==> config.mk <==
export PLATFORM = sky130hd
export DESIGN_NAME = inst_fetch
export DESIGN_NICKNAME = d
export VERILOG_FILES = /design/src/rtl/inst_fetch.sv
export SDC_FILE = /design/constraint.sdc
export NUM_CORES = 1
export LEC_CHECK = 0
export CORE_ASPECT_RATIO = 0.8
export CORE_MARGIN = 4
export CORE_UTILIZATION = 52
export DETAILED_ROUTE_END_ITERATION = 8
export DONT_BUFFER_PORTS = 1
export GPL_TIMING_DRIVEN = 0
export PLACE_DENSITY = 0.74
export SLEW_MARGIN = 20
export SYNTH_ARGS = -nofsm -noshare
export SYNTH_HDL_FRONTEND = slang
export SYNTH_SLANG_ARGS = --single-unit
==> constraint.sdc <==
create_clock -name inp_clk -period 6.4 [get_ports inp_clk]
set_clock_uncertainty 0.15 [all_clocks]
set_input_delay 0 -clock inp_clk [delete_from_list [all_inputs] [get_ports inp_clk]]
set_output_delay 0 -clock inp_clk [all_outputs]
set_load 0.005 [all_outputs]
==> src/rtl/inst_fetch.sv <==
// inst_fetch: instruction-fetch stage of the 16-bit pipeline. It owns the program counter and a
// direct-mapped, read-only instruction cache, and refills missing lines from main memory one
// word per acknowledged cycle.
//
// Parameters: LINES (cache lines, power of two), WORDS (16-bit words per line, power of two).
// Word address split, LSB first: offset log2(WORDS), index log2(LINES), tag = remaining bits.
//
// Ports:
//   inp_clk, inp_reset_n                 clock, asynchronous active-low reset
//   inp_stall                            hold pc and fetch outputs (ignored during refill)
//   inp_branch_taken, inp_branch_target  redirect request and target pc
//   inp_mem_ack, inp_mem_data            refill word valid for out_mem_addr this cycle
//   out_mem_req, out_mem_addr            refill request (held for the whole line), word address
//   out_hit, out_instruction, out_address  registered fetch result, valid while out_hit = 1
//
// Optional feature: define IFETCH_MISS_CNT_EN to add out_miss_count, a 16-bit wrapping count of
// LOOKUP -> REFILL transitions.
module inst_fetch #(
    parameter int unsigned LINES = 8,
    parameter int unsigned WORDS = 4
) (
    input  logic        inp_clk,
    input  logic        inp_reset_n,
    input  logic        inp_stall,
    input  logic        inp_branch_taken,
    input  logic [15:0] inp_branch_target,
    input  logic        inp_mem_ack,
    input  logic [15:0] inp_mem_data,
    output logic        out_mem_req,
    output logic [15:0] out_mem_addr,
    output logic        out_hit,
    output logic [15:0] out_instruction,
    output logic [15:0] out_address
`ifdef IFETCH_MISS_CNT_EN
    ,
    output logic [15:0] out_miss_count
`endif
);

    localparam int unsigned OffW = $clog2(WORDS);
    localparam int unsigned IdxW = $clog2(LINES);
    localparam int unsigned TagW = 16 - OffW - IdxW;

    typedef enum logic {StLookup, StRefill} state_e;

    state_e             state_q, state_d;
    logic [15:0]        pc_q, pc_d;
    logic               hit_q, hit_d;
    logic [15:0]        instr_q, instr_d;
    logic [15:0]        addr_q, addr_d;
    logic               mem_req_q, mem_req_d;
    logic [15:0]        mem_addr_q, mem_addr_d;
    logic [OffW-1:0]    cnt_q, cnt_d;
    logic               pend_q, pend_d;
    logic [15:0]        pend_tgt_q, pend_tgt_d;
    logic [LINES-1:0]   valid_q, valid_d;

    // Storage arrays need no reset: a line is only read once its valid bit is set.
    logic [15:0]        data_q [LINES*WORDS];
    logic [TagW-1:0]    tag_q  [LINES];

    logic [OffW-1:0]    pc_off;
    logic [IdxW-1:0]    pc_idx;
    logic [TagW-1:0]    pc_tag;
    logic               lookup_hit;
    logic               fill_we;
    logic               tag_we;

    // pc holds during refill, so its index also selects the line being filled.
    assign pc_off     = pc_q[OffW-1:0];
    assign pc_idx     = pc_q[OffW +: IdxW];
    assign pc_tag     = pc_q[15 -: TagW];
    assign lookup_hit = valid_q[pc_idx] && (tag_q[pc_idx] == pc_tag);

    always_comb begin
        state_d    = state_q;
        pc_d       = pc_q;
        hit_d      = hit_q;
        instr_d    = instr_q;
        addr_d     = addr_q;
        mem_req_d  = mem_req_q;
        mem_addr_d = mem_addr_q;
        cnt_d      = cnt_q;
        pend_d     = pend_q;
        pend_tgt_d = pend_tgt_q;
        valid_d    = valid_q;
        fill_we    = 1'b0;
        tag_we     = 1'b0;

        unique case (state_q)
            StLookup: begin
                if (inp_branch_taken) begin
                    pc_d  = inp_branch_target;
                    hit_d = 1'b0;
                end else if (inp_stall) begin
                    // Hold pc and all outputs.
                    hit_d = hit_q;
                end else if (lookup_hit) begin
                    instr_d = data_q[{pc_idx, pc_off}];
                    addr_d  = pc_q;
                    hit_d   = 1'b1;
                    pc_d    = pc_q + 16'd1;
                end else begin
                    hit_d      = 1'b0;
                    mem_req_d  = 1'b1;
                    mem_addr_d = {pc_tag, pc_idx, {OffW{1'b0}}};
                    cnt_d      = '0;
                    state_d    = StRefill;
                end
            end
            StRefill: begin
                // Redirects are deferred until the line completes; the last one wins.
                if (inp_branch_taken) begin
                    pend_d     = 1'b1;
                    pend_tgt_d = inp_branch_target;
                end
                if (inp_mem_ack) begin
                    fill_we = 1'b1;
                    if (cnt_q == OffW'(WORDS - 1)) begin
                        valid_d[pc_idx] = 1'b1;
                        tag_we          = 1'b1;
                        mem_req_d       = 1'b0;
                        state_d         = StLookup;
                        if (pend_d) begin
                            pc_d = pend_tgt_d;
                        end
                        pend_d = 1'b0;
                    end else begin
                        cnt_d      = cnt_q + 1'b1;
                        mem_addr_d = mem_addr_q + 16'd1;
                    end
                end
            end
            default: state_d = StLookup;
        endcase
    end

    always_ff @(posedge inp_clk or negedge inp_reset_n) begin
        if (!inp_reset_n) begin
            state_q    <= StLookup;
            pc_q       <= '0;
            hit_q      <= 1'b0;
            instr_q    <= '0;
            addr_q     <= '0;
            mem_req_q  <= 1'b0;
            mem_addr_q <= '0;
            cnt_q      <= '0;
            pend_q     <= 1'b0;
            pend_tgt_q <= '0;
            valid_q    <= '0;
        end else begin
            state_q    <= state_d;
            pc_q       <= pc_d;
            hit_q      <= hit_d;
            instr_q    <= instr_d;
            addr_q     <= addr_d;
            mem_req_q  <= mem_req_d;
            mem_addr_q <= mem_addr_d;
            cnt_q      <= cnt_d;
            pend_q     <= pend_d;
            pend_tgt_q <= pend_tgt_d;
            valid_q    <= valid_d;
        end
    end

    always_ff @(posedge inp_clk) begin
        if (fill_we) begin
            data_q[{pc_idx, cnt_q}] <= inp_mem_data;
        end
        if (tag_we) begin
            tag_q[pc_idx] <= pc_tag;
        end
    end

    assign out_mem_req     = mem_req_q;
    assign out_mem_addr    = mem_addr_q;
    assign out_hit         = hit_q;
    assign out_instruction = instr_q;
    assign out_address     = addr_q;

`ifdef IFETCH_MISS_CNT_EN
    logic [15:0] miss_cnt_q, miss_cnt_d;

    always_comb begin
        miss_cnt_d = miss_cnt_q;
        if ((state_q == StLookup) && (state_d == StRefill)) begin
            miss_cnt_d = miss_cnt_q + 16'd1;
        end
    end

    always_ff @(posedge inp_clk or negedge inp_reset_n) begin
        if (!inp_reset_n) begin
            miss_cnt_q <= '0;
        end else begin
            miss_cnt_q <= miss_cnt_d;
        end
    end

    assign out_miss_count = miss_cnt_q;
`endif

endmodule
After elaboration in Yosys (flattened, before gate mapping)
Memories as Yosys holds them, arrays and structs flattened. A register that Yosys moved wholly into a read port is not among the register bits.
Index checks and enable logic that the tools add are counted.
W data, S select, Z words.
{"block": "op_classes", "mux": 52, "addsub": 3, "n_shift": 0, "order_cmp": 2, "n_div": 0, "mul": 0, "n_eq_ne": 12, "n_reduce_logical": 9, "bitwise": 4}
{"operator": "$mux W16", "n": 12}
{"operator": "$pmux W16 S2", "n": 2}
{"operator": "$add A16 B1 Y16 const B", "n": 2}
{"operator": "$mux W1", "n": 28}
{"operator": "$reduce_and A5 Y1", "n": 3}
{"operator": "$eq A11 B11 Y1", "n": 1}
{"operator": "$mux W2", "n": 5}
{"operator": "$ne A2 B2 Y1 const B", "n": 5}
{"operator": "$or A8 B8 Y8", "n": 1}
{"operator": "$ne A2 B1 Y1 const B", "n": 3}
{"operator": "$ne A3 B3 Y1 const B", "n": 2}
{"operator": "$lt A3 B4 Y1 const B", "n": 1}
{"operator": "$pmux W1 S2", "n": 2}
{"operator": "$pmux W2 S2", "n": 1}
{"operator": "$reduce_and A4 Y1", "n": 1}
{"operator": "$bmux W1 S3", "n": 1}
{"operator": "$demux W1 S3", "n": 1}
{"operator": "$ge A3 B1 Y1 const B", "n": 1}
{"operator": "$not A1 Y1", "n": 3}
{"operator": "$reduce_and A3 Y1", "n": 1}
{"operator": "$add A2 B1 Y2 const B", "n": 1}
{"operator": "$eq A2 B2 Y1 const B", "n": 1}
{"operator": "$logic_and A1 B1 Y1", "n": 2}
{"operator": "$reduce_and A2 Y1", "n": 1}
{"operator": "$logic_not A1 Y1", "n": 1}
{"block": "word_totals", "latch_bits": 0, "output_inout_bits": 50, "n_memories": 2, "ramBits": 600, "regBits": 78, "romBits": 0}
{"memory": "data_q", "depth": 32, "width": 16, "read_ports": 1, "rd_ports_with_merged_regs": 1, "write_ports": 1, "line": "59", "rtl": "logic [15:0] data_q [LINES*WORDS];"}
{"memory": "tag_q", "depth": 8, "width": 11, "read_ports": 1, "rd_ports_with_merged_regs": 0, "write_ports": 1, "line": "60", "rtl": "logic [TagW-1:0] tag_q [LINES];"}

Logic depth before layout (Yosys ltp)
{"block": "depth", "ltp_word": 7, "mapped_depth": 12, "ltp_nobuf": 8}

Least setup slack after synthesis
Ideal clock, no wire load.
{"block": "synth_timing", "path_type": "reg-to-reg", "start": "register pc_q[0]", "end": "register instr_q[14], in the netlist out_instruction[14] (read register of data_q)", "arrival_time_ns": 2.560, "path_stages_with_launch": 8, "setup_time_ns": 0.128, "setup_slack_ns": 3.563, "path_cell_list": "dfrtp_1 clkbuf_1 clkbuf_1 buf_1 mux4_2 a22oi_1 nand4_1 mux2_1"}
{"item": "start: declaration", "line": "47", "rtl": "logic [15:0] pc_q, pc_d;"}
{"item": "start signal: assignment", "line": "153", "rtl": "pc_q <= pc_d;"}
{"item": "end: declaration", "line": "49", "rtl": "logic [15:0] instr_q, instr_d;"}

==> results.tsv <==
metric	value	unit
rsz0062_at_grt	no	
min_from	inp_branch_target[0]	
maxSlewViolCount	0	
die_area	0.0569	sq mm
synth_area_leaders	edfxtp_1 (65%), mux4_2 (11%), dfrtp_1 (8.5%), mux2_2 (1.7%), a22oi_1 (1.4%)	
drt_pass1_iterations	5	
r2r_cells	7	
crit_required	6.72	ns
crit_chain	clkbuf_1 -> clkbuf_1 -> buf_1 -> mux4_2 -> a22oi_1 -> nand4_1 -> mux2_1	
num_rows	75	
cts_inserted_buffers	68	
critPathLaunch	pc_q[0]$_DFFE_PN0P_	
netlist-cell-type-count	57	
wl_met2	33.6	mm
max_cap_viol_count	0	
globalRouteOverflowTotal	0	
grtUsageTotal	0.257	
fin_nets	1672	
synth-main-ff-cell	edfxtp_1	
io_buffers	0	
antenna_cells	0	
cts_max_level	3	
clkLatencyLatePin	0.59	ns
hp-class	input pin to register	
cp_max_fo	10	
grt_pass1_vias	15600	
hold_viol	0	
startpoint_type	register	
pin_count	87	
hpwl	47.1	mm
met1Wirelength	27.4	mm
yosys_warnings	0	
final_cells	2370	
met3_length	8.80	mm
clock-root-buffer	clkbuf_16	
cts_sinks	694	
ir_worst_vdd	0.244	mV
syn-cell-area	0.0276	sq mm
cp-endpoint	out_instruction[8]$_DFFE_PN0P_	
grt_pass1_wl	107	mm
yosysMostFrequentCell	edfxtp_1	
synth_area_leader_cell	edfxtp_1	
worst_setup_path_end_kind	register	
antenna_found_initial	2	
reg2reg_to	out_instruction[8]$_DFFE_PN0P_	
via_count	15600	
nFillCells	3535	
crit_type	register to register	
dp_cells	2184	
core	0.0525	sq mm
setup_viol	0	
path_clk_slew	0.06	ns
die_y	214	um
clk_path_buf_depth	3	
cts_tree	done	
area_delta_synth_final	15.9	%
path_common_cell	clkbuf_1	
leakagePower	10.8	nW
synth_common_cells	edfxtp_1 (600), mux4_2 (135), dfrtp_1 (94), nor2_1 (72), clkbuf_1 (51)	
period_needed	4.22	ns
synth_top_area_frac	0.653	
max_freq	237	MHz
drt-total-wl	72.4	mm
ys_seq_elements	694	
synthArstFlopShare	0.135	
yosysSeqAreaShare	0.738	
p_per_area	424	mW/mm^2
detail_route.iter0.violations	2224	
maxSlewHeadroom	0.289	
die_w	266	um
worst_slew_pin_slew	1.07	ns
r2r_slack	2.18	ns
synth_edf_count	600	
cp.arrival	4.54	ns
finalCritPeriodShare	0.660	
syn_nets	1502	
start_util	0.526	
highest_layer	met4	
worstReg2RegStart	pc_q[0]$_DFFE_PN0P_	
synthCells	1459	
status	completed	
slowest_stage	buf_1	
grt_max_degree	95	
tns	0	ns
gp_congestion	0.898	
syn_avg_cell_area	18.9	sq um
wl_per_cell	30.6	um
cp_slowest_stage_delay	0.79	ns
drc_errors	0	
postCtsSetupBuffers	0	
detail-route-antenna-nets	0	
viasPerCell	6.58	
drive_gt1_frac	0.239	
## cell type report
| cell class | count | area, sq um | share of cell area |
|---|---|---|---|
| clock inverters | 26 | 274 | 0.00857 |
| multi-input cells | 673 | 6930 | 0.216 |
| repair buffers | 100 | 1250 | 0.0390 |
| clock buffers | 92 | 1890 | 0.0589 |
| flip-flops and latches | 694 | 20400 | 0.637 |
| inverters | 7 | 26.3 | 0.000821 |
| plain buffers | 85 | 394 | 0.0123 |
| well taps | 693 | 867 | 0.0271 |
## routing by layer
layer / track usage / up-vias
met5: 0 / -
met4: 0.0781 / 0
met3: 0.0699 / 163
met2: 0.388 / 1104
met1: 0.373 / 8042
li1: - / 6297
## power breakdown
group	switching [W]	internal, W	total (W)
Combinational	0.00243	0.00160	0.00403
Sequential	0.000303	0.00532	0.00562
Clock	0.00162	0.00230	0.00393
Total	0.00436	0.00922	0.0136
## logic make-up (layout without fill, tap and decap cells)
| group | count (synthesis) | after routing | share of synthesized area |
|---|---|---|---|
| flip-flops | 694 | 694 | 0.738 |
| AO/OA/AOI/OAI | 181 | 181 | 0.0462 |
| buffers and inverters | 92 | 310 | 0.0150 |
| multiplexers | 238 | 238 | 0.151 |
| adder cells (fa/ha/maj) | 6 | 6 | 0.00272 |
| AND/OR/NAND/NOR | 236 | 236 | 0.0429 |
| XOR/XNOR | 12 | 12 | 0.00381 |
## what timing repair did
item	CTS	global route
gates resized for setup	0	0
hold buffers	65	3
endpoints found under the hold margin	658	65
## through the flow
step           instance area, sq um  worst slack (ns)  hold WS (ns)  power, W   util
3_3_place_gp                  28500              1.82        -0.442   0.00930  0.543
2_1_floorplan                 27600              3.56        -0.446   0.00807      -
5_1_grt                       32000              1.89        0.0153    0.0140  0.610
4_1_cts                       32000              2.08      0.000472    0.0135  0.609
6_report                      32000              2.18       0.00987    0.0136  0.610
3_5_place_dp                  29000              2.12        -0.441   0.00945  0.552
## critical path: cells and delay by family (launching register included)
kind                   cells  cell delay [ns]
buffers and inverters      3             1.82
DFF                        1             0.35
muxes                      2             0.93
and+or+nand+nor            1             0.20
AOI/OAI and AO/OA          1             0.63
## state kept, by name (all words and copies together) (netlist names)
signal           cells
out_mem_addr        16
state_q              1
cnt_q                2
out_hit              1
out_instruction     16
out_mem_req          1
pend_tgt_q          16
tag_q               88
pc_q                16
pend_q               1
out_address         16
valid_q              8
data_q             512
## placed cells by master, fill, tap and decap left out, types with 7 or more instances in the layout
| cell | count |
|---|---|
| edfxtp_1 | 600 |
| mux4_2 | 135 |
| dfrtp_1 | 94 |
| clkbuf_16 | 71 |
| clkbuf_1 | 69 |
| a22oi_1 | 50 |
| dlygate4sd3_1 | 50 |
| nand2_1 | 48 |
| mux2_2 | 41 |
| nor2_2 | 40 |
| o21ai_0 | 34 |
| mux2_1 | 33 |
| nor2_1 | 32 |
| mux2i_1 | 28 |
| a21oi_1 | 26 |
| buf_6 | 25 |
| nand3_1 | 25 |
| nand4_1 | 19 |
| a32oi_1 | 18 |
| and3_1 | 17 |
| clkinv_1 | 14 |
| buf_12 | 14 |
| buf_2 | 13 |
| or2_2 | 13 |
| buf_8 | 11 |
| buf_1 | 8 |
| nand2b_1 | 8 |
| buf_4 | 7 |
| xor2_1 | 7 |
## worst min path at each step
stage               slack (ns)                        end  cells past startpoint
floorplan                -0.45       cnt_q[0]$_DFFE_PN0P_                      0
global placement         -0.44        pc_q[8]$_DFFE_PN0P_                      0
detailed placement       -0.44        pc_q[6]$_DFFE_PN0P_                      0
CTS                     0.0005  pend_tgt_q[2]$_DFFE_PN0P_                      2
global route              0.02  pend_tgt_q[2]$_DFFE_PN0P_                      2
finish                    0.01  pend_tgt_q[0]$_DFFE_PN0P_                      2
Power figures use the tool's default switching activity.
